`config.mk`:
```
export PLATFORM = sky130hd
export DESIGN_NAME = booth_seq_multiplier
export DESIGN_NICKNAME = d
export VERILOG_FILES = /design/src/rtl/mult_pkg.sv /design/src/rtl/booth_step.sv /design/src/rtl/booth_seq_multiplier.sv
export SDC_FILE = /design/constraint.sdc
export NUM_CORES = 1
export LEC_CHECK = 0
export CORE_MARGIN = 5
export CORE_UTILIZATION = 30
export DETAILED_ROUTE_END_ITERATION = 6
export DONT_BUFFER_PORTS = 1
export GPL_ROUTABILITY_DRIVEN = 0
export PLACE_DENSITY = 0.51
export SLEW_MARGIN = 20
export SYNTH_ARGS = -nofsm -noshare
export SYNTH_HDL_FRONTEND = slang
export SYNTH_SLANG_ARGS = --single-unit
```
`constraint.sdc`:
```
create_clock -name clk -period 6.4 [get_ports clk]
set_input_delay 1.28 -clock clk [delete_from_list [all_inputs] [get_ports clk]]
set_output_delay 1.28 -clock clk [all_outputs]
set_load 0.05 [all_outputs]
```
`src/rtl/mult_pkg.sv`:
```
// Shared encodings for the sequential Booth multiplier: FSM states and Booth step opcodes.
package mult_pkg;

  typedef enum logic [1:0] {
    ST_IDLE = 2'd0,
    ST_RUN  = 2'd1,
    ST_DONE = 2'd2
  } state_e;

  typedef enum logic [1:0] {
    BOOTH_NOP = 2'd0,
    BOOTH_ADD = 2'd1,
    BOOTH_SUB = 2'd2
  } booth_op_e;

endpackage

```
`src/rtl/booth_step.sv`:
```
// One radix-2 Booth step: conditional add/subtract of M into ACC, then an arithmetic
// shift right of {ACC,Q,q_1} by one bit.
module booth_step #(
  parameter int unsigned WIDTH = 4
) (
  input  logic [WIDTH+1:0] acc_i,
  input  logic [WIDTH:0]   q_i,
  input  logic             q_1_i,
  input  logic [WIDTH:0]   m_i,
  output logic [WIDTH+1:0] acc_o,
  output logic [WIDTH:0]   q_o,
  output logic             q_1_o
);
  import mult_pkg::*;

  booth_op_e        op;
  logic [WIDTH+1:0] m_ext;
  logic [WIDTH+1:0] sum;

  // M is already WIDTH+1 bits with its sign; one more copy forms the guard bit.
  assign m_ext = {m_i[WIDTH], m_i};

  always_comb begin
    op = BOOTH_NOP;
    unique case ({q_i[0], q_1_i})
      2'b01:   op = BOOTH_ADD;
      2'b10:   op = BOOTH_SUB;
      default: op = BOOTH_NOP;
    endcase
  end

  always_comb begin
    sum = acc_i;
    case (op)
      BOOTH_ADD: sum = acc_i + m_ext;
      BOOTH_SUB: sum = acc_i - m_ext;
      default:   sum = acc_i;
    endcase
  end

  assign acc_o = {sum[WIDTH+1], sum[WIDTH+1:1]};
  assign q_o   = {sum[0], q_i[WIDTH:1]};
  assign q_1_o = q_i[0];

endmodule

```
`src/rtl/booth_seq_multiplier.sv`:
```
// Sequential radix-2 Booth multiplier, one step per clock, signed or unsigned per operation.
// start/done handshake; result_out holds until the next done_out pulse.
module booth_seq_multiplier #(
  parameter int unsigned WIDTH = 4
) (
  input  logic               clk,
  input  logic               rst,
  input  logic               start_in,
  input  logic               signed_in,
  input  logic [WIDTH-1:0]   A_in,
  input  logic [WIDTH-1:0]   B_in,
  output logic               busy_out,
  output logic               done_out,
  output logic [2*WIDTH-1:0] result_out
);
  import mult_pkg::*;

  localparam int unsigned CntW = $clog2(WIDTH + 2);

  state_e           state_q;
  logic [CntW-1:0]  count_q;
  logic [WIDTH+1:0] acc_q;
  logic [WIDTH:0]   q_q;
  logic             q_1_q;
  logic [WIDTH:0]   m_q;

  logic [WIDTH+1:0] acc_nxt;
  logic [WIDTH:0]   q_nxt;
  logic             q_1_nxt;

  booth_step #(
    .WIDTH(WIDTH)
  ) u_step (
    .acc_i (acc_q),
    .q_i   (q_q),
    .q_1_i (q_1_q),
    .m_i   (m_q),
    .acc_o (acc_nxt),
    .q_o   (q_nxt),
    .q_1_o (q_1_nxt)
  );

  always_ff @(posedge clk or posedge rst) begin
    if (rst) begin
      state_q    <= ST_IDLE;
      count_q    <= '0;
      acc_q      <= '0;
      q_q        <= '0;
      q_1_q      <= 1'b0;
      m_q        <= '0;
      busy_out   <= 1'b0;
      done_out   <= 1'b0;
      result_out <= '0;
    end else begin
      case (state_q)
        ST_IDLE: begin
          done_out <= 1'b0;
          if (start_in) begin
            // Extending to WIDTH+1 bits lets one signed datapath serve both modes.
            m_q      <= {signed_in & A_in[WIDTH-1], A_in};
            q_q      <= {signed_in & B_in[WIDTH-1], B_in};
            q_1_q    <= 1'b0;
            acc_q    <= '0;
            count_q  <= CntW'(WIDTH + 1);
            busy_out <= 1'b1;
            state_q  <= ST_RUN;
          end
        end
        ST_RUN: begin
          acc_q   <= acc_nxt;
          q_q     <= q_nxt;
          q_1_q   <= q_1_nxt;
          count_q <= count_q - CntW'(1);
          if (count_q == CntW'(1)) begin
            state_q <= ST_DONE;
          end
        end
        ST_DONE: begin
          // Low 2*WIDTH bits of {ACC,Q}; the upper bits only carry extension.
          result_out <= {acc_q[WIDTH-2:0], q_q};
          done_out   <= 1'b1;
          busy_out   <= 1'b0;
          state_q    <= ST_IDLE;
        end
        default: begin
          state_q <= ST_IDLE;
        end
      endcase
    end
  end

endmodule
```
==> results.txt <==
The ratio of cells with drive above 1 in the final layout is 0.144, and the delay of the slowest cell on the worst path is 0.41 ns. The post-synthesis to final-layout area growth is 8.36%. The tools report the number of hold-slack violations in the final timing report as 0.

In this run the power density over the cells is 630 mW/mm². After the first detailed-routing iteration, the DRC count stood at 62. The slowest cell on the critical path was sky130_fd_sc_hd__dfrtp_1. Total of warnings raised by yosys: 0.

The logs give 1200 for the total via count in the routed design and 0 ns for the aggregate negative setup slack. Across the VDD grid, the largest voltage drop is 0.000248 V. The horizontal die dimension came out at 84.8 µm.

The pin count of the biggest net entering global routing is 32, and the design internal power is 617 µW. The number of antenna violations at the first check in global routing is 0. Fraction of the cycle the final worst path needs: 0.373.

In this run, distinct cell masters in the synthesized netlist total 41. The number of setup buffers added after CTS is 0. Averaged over all synthesized cells, the footprint is 10.2 µm².

The detail route stage leaves a number of antenna-violating nets equal to 0. The share of power burned in registers is 0.372, and the number of buffers added on ports is 0. The detailed-placement wirelength estimate is 2620 µm, and the number of vias per cell is 5.02. Number of CTS-inserted buffers: 5. The kind of critical path is flip-flop to flip-flop. The measured slew at the worst slew-check pin works out to 0.705 ns. The clock period could shrink to 2.39 ns. The worst setup path is captured at a flip-flop. The fraction of synthesis flops using an asynchronous set or reset pin works out to 1.00.

The cell area that synthesis handed to floorplanning was 0.00168 mm². The total routing usage reported by global routing was 0.109; the total inserted antenna cells was 0. For this run, the top clock speed supported by timing is 0.419 GHz. The switching part of the total works out to 0.461. The register bit count reported by yosys works out to 31.

The first detailed-routing pass took 4 iterations. The tools report the H-tree depth as 2. Setup violations remaining at the end of the flow were counted as 0. The sum of routed wire length over all layers is 3530 µm. Post-synthesis net count: 186.

The tools report the synthesized instance count as 164. Grouping stages by cell kind, the critical path spends the most delay in compound AO/OA/AOI/OAI gates. The via count of the first global-routing pass was 1288.

The post-layout net count is 188. The sequential-to-total area share from yosys stat is 0.463. At the worst endpoint, the arrival time is 2.55 ns. After filler insertion, the fill cell instance count of the layout stands at 593. At the later pin of the worst-skew pair, clock insertion delay measures 0.28 ns. The logs give 22 for the number of ports placed on the die boundary and 2 for the deepest clock path buffer count. The cell sitting at the root of the clock tree is a sky130_fd_sc_hd__clkbuf_8. STA classifies the critical path startpoint as a flip-flop. The clock edge transition at the registers on the reported setup and hold paths is 0.07 ns. In this run the standard cell core region covers 0.00547 mm².

Dominant cell type by count on the critical path: sky130_fd_sc_hd__ha_1. The multi-input combinational cells in the finished layout cover a total of 825 µm². The part of the power in the clock network came out at 0.131.

For the detailed-route DRC error count, the log shows 0. Summing all flip-flop and latch instances after layout gives 776 µm². The die covers 0.00718 mm².

The tightest hold path in the finished design has a slack of 0.479 ns. The run finished with clean final reports. The run gives 31 as the CTS sink count. The number of hold buffers added after CTS was 0. The part of the total power dissipated in combinational logic came out at 0.498. The net load switching power came out at 528 µW. Yosys mapped a number of flops with a built-in enable equal to 0. Walking the worst path, the cells encountered are ha_1 > mux2i_1 > ha_1 > nor2b_1 > o31a_1 > o21a_1 > o2111ai_2 > o31ai_2.

The run gives 0.529 as the worst relative slew slack. The number of gates resized after CTS was 0. The initial core utilization was 0.306; the total count of max-transition violations in the final report was 0. Setup repair after global routing left no endpoint under its margin. The first global-routing pass estimated 6150 µm of wire.

The vertical extent of the die is 84.8 µm. In this run the static leakage power is 0.805 nW. TritonCTS built the clock tree.

The class of the most critical hold timing path is flip-flop to flip-flop. The number of buffers and inverters on the critical path is 0. Endpoint required time on the critical path: 6.56 ns. In this run the worst path has a maximum fanout of 6. The number of rows created at floorplan was 27; the total global routing overflow was 0.

Across the routed clock network, the largest skew measured is 0.00741 ns. The run gives 0 as the max-cap violation count. After detailed routing, the average wire length per cell comes to 14.8 µm. Among all flip-flop cells after synthesis, the most frequent one is sky130_fd_sc_hd__dfrtp_1.
-- cell usage in the layout, fill, tap and decap left out, types with 2 or more instances in the layout --
cell type,instances
sky130_fd_sc_hd__a31oi_1,2
sky130_fd_sc_hd__o21a_1,3
sky130_fd_sc_hd__mux2i_1,3
sky130_fd_sc_hd__or2_2,2
sky130_fd_sc_hd__nand2_1,18
sky130_fd_sc_hd__dfrtp_1,31
sky130_fd_sc_hd__nor2b_1,6
sky130_fd_sc_hd__xnor2_1,4
sky130_fd_sc_hd__o21ai_0,13
sky130_fd_sc_hd__a22oi_1,3
sky130_fd_sc_hd__ha_1,9
sky130_fd_sc_hd__a21oi_1,9
sky130_fd_sc_hd__inv_1,9
sky130_fd_sc_hd__o21ai_1,2
sky130_fd_sc_hd__nor2_1,14
sky130_fd_sc_hd__mux2_2,7
sky130_fd_sc_hd__clkbuf_8,5
sky130_fd_sc_hd__mux2_1,2
-- kinds of logic after synthesis --
kind of cell	synth area share
muxes	0.0784
xor gates and xnor gates	0.0261
AOI/OAI and AO/OA	0.164
and+or+nand+nor	0.144
buffers and inverters	0.0455
adders and majority gates	0.0791
DFF	0.463
-- final cells by class --
cell class | count | share of cell area
Tap cell | 72 | 0.0496
Timing Repair Buffer | 1 | 0.00413
Sequential cell | 31 | 0.427
Inverter | 9 | 0.0186
Clock inverter | 2 | 0.00689
Clock buffer | 6 | 0.0399
Multi-Input combinational cell | 118 | 0.454
-- metrics by stage --
stage               instances  worst slack, ns  power (mW)  utilization  instance area, µm²
floorplan                 164             4.21       0.896            -                1680
global placement          231             4.00       0.975        0.316                1730
detailed placement        231             3.98        1.00        0.316                1730
CTS                       239             3.99        1.16        0.332                1820
global route              239             3.79        1.26        0.332                1820
finish                    239             4.01        1.14        0.332                1820
-- synth_stat cells, types with 3 or more instances --
cell,number,area share
sky130_fd_sc_hd__dfrtp_1,31,0.46
sky130_fd_sc_hd__nand2_1,18,0.040
sky130_fd_sc_hd__nor2_1,14,0.031
sky130_fd_sc_hd__o21ai_0,13,0.039
sky130_fd_sc_hd__a21oi_1,9,0.027
sky130_fd_sc_hd__ha_1,9,0.067
sky130_fd_sc_hd__inv_1,9,0.020
sky130_fd_sc_hd__mux2_2,7,0.047
sky130_fd_sc_hd__nor2b_1,6,0.022
sky130_fd_sc_hd__buf_2,4,0.012
sky130_fd_sc_hd__xnor2_1,4,0.021
sky130_fd_sc_hd__a22oi_1,3,0.013
sky130_fd_sc_hd__mux2i_1,3,0.018
sky130_fd_sc_hd__o21a_1,3,0.013
-- state kept, by name, indices dropped and copies added, names as in the netlist --
signal and flops:
q_1_q 1, result_out 8, state_q 2, busy_out 1, acc_q 5, count_q 3, m_q 5, done_out 1
q_q 5
-- power groups by stage --
stage / logic [mW] / registers, mW / clock network, mW
finish: 0.570 / 0.425 / 0.149
global route: 0.656 / 0.440 / 0.164
CTS: 0.575 / 0.428 / 0.157
detailed placement: 0.571 / 0.431 / 0
global placement: 0.549 / 0.426 / 0
floorplan: 0.496 / 0.400 / 0
-- worst paths after layout --
| check | startpoint | cells after the start | endpoint | slack [ns] |
|---|---|---|---|---|
| worst min-delay path | count_q[2]$_DFFE_PP0P_ | 1 | state_q[1]$_DFFE_PP0P_ | 0.48 |
| worst min register to register | count_q[2]$_DFFE_PP0P_ | 1 | state_q[1]$_DFFE_PP0P_ | 0.48 |
| worst max register to register | q_q[0]$_DFFE_PP0P_ | 8 | acc_q[4]$_DFFE_PP0P_ | 4.01 |
| min in group asynchronous | rst | 2 | acc_q[0]$_DFFE_PP0P_ | 0.97 |
| max in group asynchronous | rst | 2 | m_q[3]$_DFFE_PP0P_ | 5.13 |
| worst max-delay path | q_q[0]$_DFFE_PP0P_ | 8 | acc_q[4]$_DFFE_PP0P_ | 4.01 |
-- layer usage --
metal  track usage  wire length (µm)
met2         0.172              1740
met1         0.121              1480
met3        0.0432               211
met4        0.0676               110
met5             0                 0
Note: power is estimated with default switching activity, not from simulation.
==> RTL change 1: new RTL, same flow settings <==
`WIDTH` is set to 4 in 2 places; all go to 2.
--- a/src/rtl/booth_step.sv
+++ b/src/rtl/booth_step.sv
@@ -3,3 +3,3 @@
 module booth_step #(
-  parameter int unsigned WIDTH = 4
+  parameter int unsigned WIDTH = 2
 ) (
--- a/src/rtl/booth_seq_multiplier.sv
+++ b/src/rtl/booth_seq_multiplier.sv
@@ -3,3 +3,3 @@
 module booth_seq_multiplier #(
-  parameter int unsigned WIDTH = 4
+  parameter int unsigned WIDTH = 2
 ) (
Interface: changed (resized A_in, B_in and result_out); port bits go from 22 to 14. No check against the original RTL was run, so the function may have changed too.
==> RTL change 1 against the original RTL <==
Cell area fell by 41%; sequential cell count fell by 11; wire length fell by 46%; worst setup slack improved by 0.16 ns; synthesized cell count fell by 40%; final cell count shrank 40%; synthesized area shrank 40%.
Power is left out: the tool's default activity adds up to more than one toggle a clock period on the data nets, which glitch-free logic cannot reach.
==> RTL change 1: results (changes against the original RTL) <==
Synth
The area fraction in compound gates after synthesis is 13.04% (was 16.42%). The combinational family with the most area after synthesis is simple AND/OR/NAND/NOR gates (was compound AO/OA/AOI/OAI gates). Area contributors post-synth: sky130_fd_sc_hd__dfrtp_1 (50%), sky130_fd_sc_hd__ha_1 (7.5%), sky130_fd_sc_hd__nand2_1 (4.8%), sky130_fd_sc_hd__o21ai_1 (3.5%), sky130_fd_sc_hd__mux2_1 (3.4%) (was sky130_fd_sc_hd__dfrtp_1 (46%), sky130_fd_sc_hd__ha_1 (6.7%), sky130_fd_sc_hd__mux2_2 (4.7%), sky130_fd_sc_hd__nand2_1 (4.0%), sky130_fd_sc_hd__o21ai_0 (3.9%)). The sequential fraction of the synthesis area is 49.69% (was 46.27%). The proportion of synthesized area in mux cells is 6.335% (was 7.836%). The post-synthesis adder-cell area fraction is 9.441% (was 7.910%). The area share of xor/xnor cells in the synthesized design is 2.609% (was 2.612%). The unique cell type count in the Yosys netlist is 28 (was 41). Most common library cells after synthesis: sky130_fd_sc_hd__dfrtp_1 (20), sky130_fd_sc_hd__nand2_1 (13), sky130_fd_sc_hd__inv_1 (7), sky130_fd_sc_hd__o21ai_1 (7), sky130_fd_sc_hd__ha_1 (6) (was sky130_fd_sc_hd__dfrtp_1 (31), sky130_fd_sc_hd__nand2_1 (18), sky130_fd_sc_hd__nor2_1 (14)).

Clocking
The clock transition time at the flip-flop clock pins of the worst setup and hold paths is 0.11 ns (was 0.07 ns). The clock root buffer master was sky130_fd_sc_hd__clkbuf_4 (was sky130_fd_sc_hd__clkbuf_8).

Timing
The highest clock frequency the design can meet is 449.2 MHz (was 419.0 MHz). The final worst clock skew came to 0.005024 ns (was 0.007407 ns).

Global routing
The total routing resource utilization after global routing is 9.321% (was 10.86%). The met1 layer usage reported by global route is 12.16% (was 12.13%). The wire length of the first global-routing pass is 3194 um (was 6154 um).

The pin count of the biggest net entering global routing is 21 (was 32). The number of global-route vias before repair was 632 (was 1288).

Critical path
The top fanout value on the critical path is 2 (was 6). The arrival time at the worst endpoint was 0.95 ns (was 2.55 ns). The cell count of the worst reg-to-reg path is 9 (was 8).

Cells and area
The number of flip-flops in the largest register is 4 (was 8). The share of the core filled with cells in the final layout is 32.50% (was 33.20%). The non-clock buffer total of the final layout is 0 (was 1). The fraction of area in multi-input gates is 43.14% (was 45.39%). The number of flip-flops and latches came to 20 (was 31). The multi-input logic cell count is 67 (was 118). The share of final layout cell area taken by non-clock buffers is 0% (was 0.4132%). The flip-flop and latch share of the layout cell area was 46.89% (was 42.70%). The inverter count was 7 (was 9).

Routing
The total iterations of the first detailed-routing run was 2 (was 4). The via-per-instance ratio is 4.664 (was 5.021).

Outcome
Status: complete, no violations (unchanged).

Floorplanning
The site row count is 21 (was 27).

Placement
The sum of net half-perimeters after detailed placement is 1397 um (was 2622 um). The standard cell area after detailed placement is 1045 um2 (was 1732 um2). The post-placement setup slack is 3.912 ns (was 3.977 ns).
RTL change 1: changes by cell type in the layout (fill, tap and decap cells not counted), moves of 5 or more:
cell	change
sky130_fd_sc_hd__a21oi_1	-7
sky130_fd_sc_hd__clkbuf_8	-5
sky130_fd_sc_hd__dfrtp_1	-11
sky130_fd_sc_hd__mux2_2	-7
sky130_fd_sc_hd__nand2_1	-5
sky130_fd_sc_hd__nor2_1	-9
sky130_fd_sc_hd__o21ai_0	-13
sky130_fd_sc_hd__o21ai_1	+5
RTL change 1: how the worst min path moves through the flow:
stage            endpoint  slack [ns]  cells past startpoint
2_1_floorplan  count_q[0]        0.45                      1
3_3_place_gp   count_q[0]        0.48                      1
3_5_place_dp   count_q[0]        0.49                      1
4_1_cts        count_q[0]        0.51                      1
5_1_grt          acc_q[0]        0.54                      2
6_report       count_q[0]        0.50                      1
RTL change 1: per-layer routing:
layer / wire length (um) / vias to the layer above
met4: 27 / 0
met2: 824 / 15
met5: 0 / -
met3: 137 / 4
li1: - / 334
met1: 917 / 314
==> RTL change 2: new RTL, same settings <==
Without the edit above. Encoding of `state_e`: now one-hot (3 bits for 3 states).
--- a/src/rtl/mult_pkg.sv
+++ b/src/rtl/mult_pkg.sv
@@ -3,6 +3,6 @@
 
-  typedef enum logic [1:0] {
-    ST_IDLE = 2'd0,
-    ST_RUN  = 2'd1,
-    ST_DONE = 2'd2
+  typedef enum logic [2:0] {
+    ST_IDLE = 3'b001,
+    ST_RUN  = 3'b010,
+    ST_DONE = 3'b100
   } state_e;
Formal check against the unedited RTL: same outputs for any inputs over 10 cycles, from zero or initial values and one cycle with rst high; not proved beyond that.
==> RTL change 2 against the original RTL <==
Cell area grew 0.48%; clock power up 31%; synthesized area down 2.2%; clock skew decreased by 0.00076 ns; highest routed layer unchanged; worst setup slack improved by 0.030 ns; power down 6.3%; wire length shrank 3.5%; non-clock buffer count unchanged; global-route usage fell by 0.084 points; sequential cell count rose by 1.
==> RTL change 2: results (changes against the original RTL) <==
Outcome
Status: complete, no violations (unchanged).

Cells and area
The number of nets in the final layout was 191 (was 188). The total of clock buffers placed in the layout is 5 (was 6). The fraction of final layout cells sized beyond drive strength 1 was 14.12% (was 14.37%). The number of filler cells placed in the layout is 561 (was 593). The number of flip-flops and latches is 32 (was 31). The fraction of area in multi-input gates was 42.56% (was 45.39%). The share of final layout cell area taken by non-clock buffers is 0.4112% (was 0.4132%).

Synth
The proportion of synthesized area in mux cells came to 9.153% (was 7.836%). The unique cell type count in the Yosys netlist is 33 (was 41). The area share of xor/xnor cells in the synthesized design came to 2.670% (was 2.612%).

Area contributors post-synth: sky130_fd_sc_hd__dfrtp_1 (47%), sky130_fd_sc_hd__ha_1 (6.9%), sky130_fd_sc_hd__nand2_1 (5.9%), sky130_fd_sc_hd__mux2_2 (5.5%), sky130_fd_sc_hd__o21ai_0 (4.0%) (was sky130_fd_sc_hd__dfrtp_1 (46%), sky130_fd_sc_hd__ha_1 (6.7%), sky130_fd_sc_hd__mux2_2 (4.7%), sky130_fd_sc_hd__nand2_1 (4.0%), sky130_fd_sc_hd__o21ai_0 (3.9%)).

Routing
The average wire per cell in the routed design is 14.08 um (was 14.78 um). The total iterations of the first detailed-routing run is 5 (was 4). The via-per-instance ratio is 4.864 (was 5.021). The routed length on met1 is 1629 um (was 1475 um). The number of design-rule violations left by the first detailed-router iteration is 65 (was 62).

The routed wire length on met3 came to 222 um (was 211 um). The met2 wirelength from detailed routing is 1493 um (was 1736 um).

Global routing
The pin count of the biggest net entering global routing is 33 (was 32). The total routing resource utilization after global routing is 10.77% (was 10.86%). The met1 layer usage reported by global route came to 13.52% (was 12.13%).

The number of global-route vias before repair is 1163 (was 1288).

Pwr
The largest vdd supply drop is 171.2 uV (was 247.6 uV).

Timing
The transition at the pin with the smallest max-transition slack is 0.7168 ns (was 0.7046 ns). The final worst hold slack is 0.4906 ns (was 0.4794 ns). The final period utilization is 36.82% (was 37.29%).

Critical path
The largest delay contributor family on the critical path is multiplexers (was compound AO/OA/AOI/OAI gates).

Placement
The sum of net half-perimeters after detailed placement is 2506 um (was 2622 um).

Hold path
The critical hold path startpoint is count_q[1] (was count_q[2]).
==> RTL change 2: path summary, 6_finish.rpt <==
kind,cells after the start,to
setup reg to reg,8,acc_q[4]
max in group asynchronous,2,state_q[0]
setup / recovery,8,acc_q[4]
hold reg to reg,2,count_q[1]
min in group asynchronous,2,q_q[2]
hold / removal,2,count_q[1]
==> RTL change 2: through the flow <==
stage / cell area, um2 / cells
2_1_floorplan: 1640 / 167
3_3_place_gp: 1714 / 234
3_5_place_dp: 1714 / 234
4_1_cts: 1826 / 242
5_1_grt: 1826 / 242
6_report: 1826 / 242
==> RTL change 2: kinds of logic after synthesis <==
logic type	count (synthesis)
AO/OA/AOI/OAI	31
XOR/XNOR	5
adder cells (fa/ha/maj)	10
buffers and inverters	16
flip-flops	32
multiplexers	14
AND/OR/NAND/NOR	59
==> RTL change 2: report_power, final <==
part	switching, uW	total [uW]	internal (uW)
Clock	79.7	195	115
Combinational	238	458	221
Sequential	139	419	280
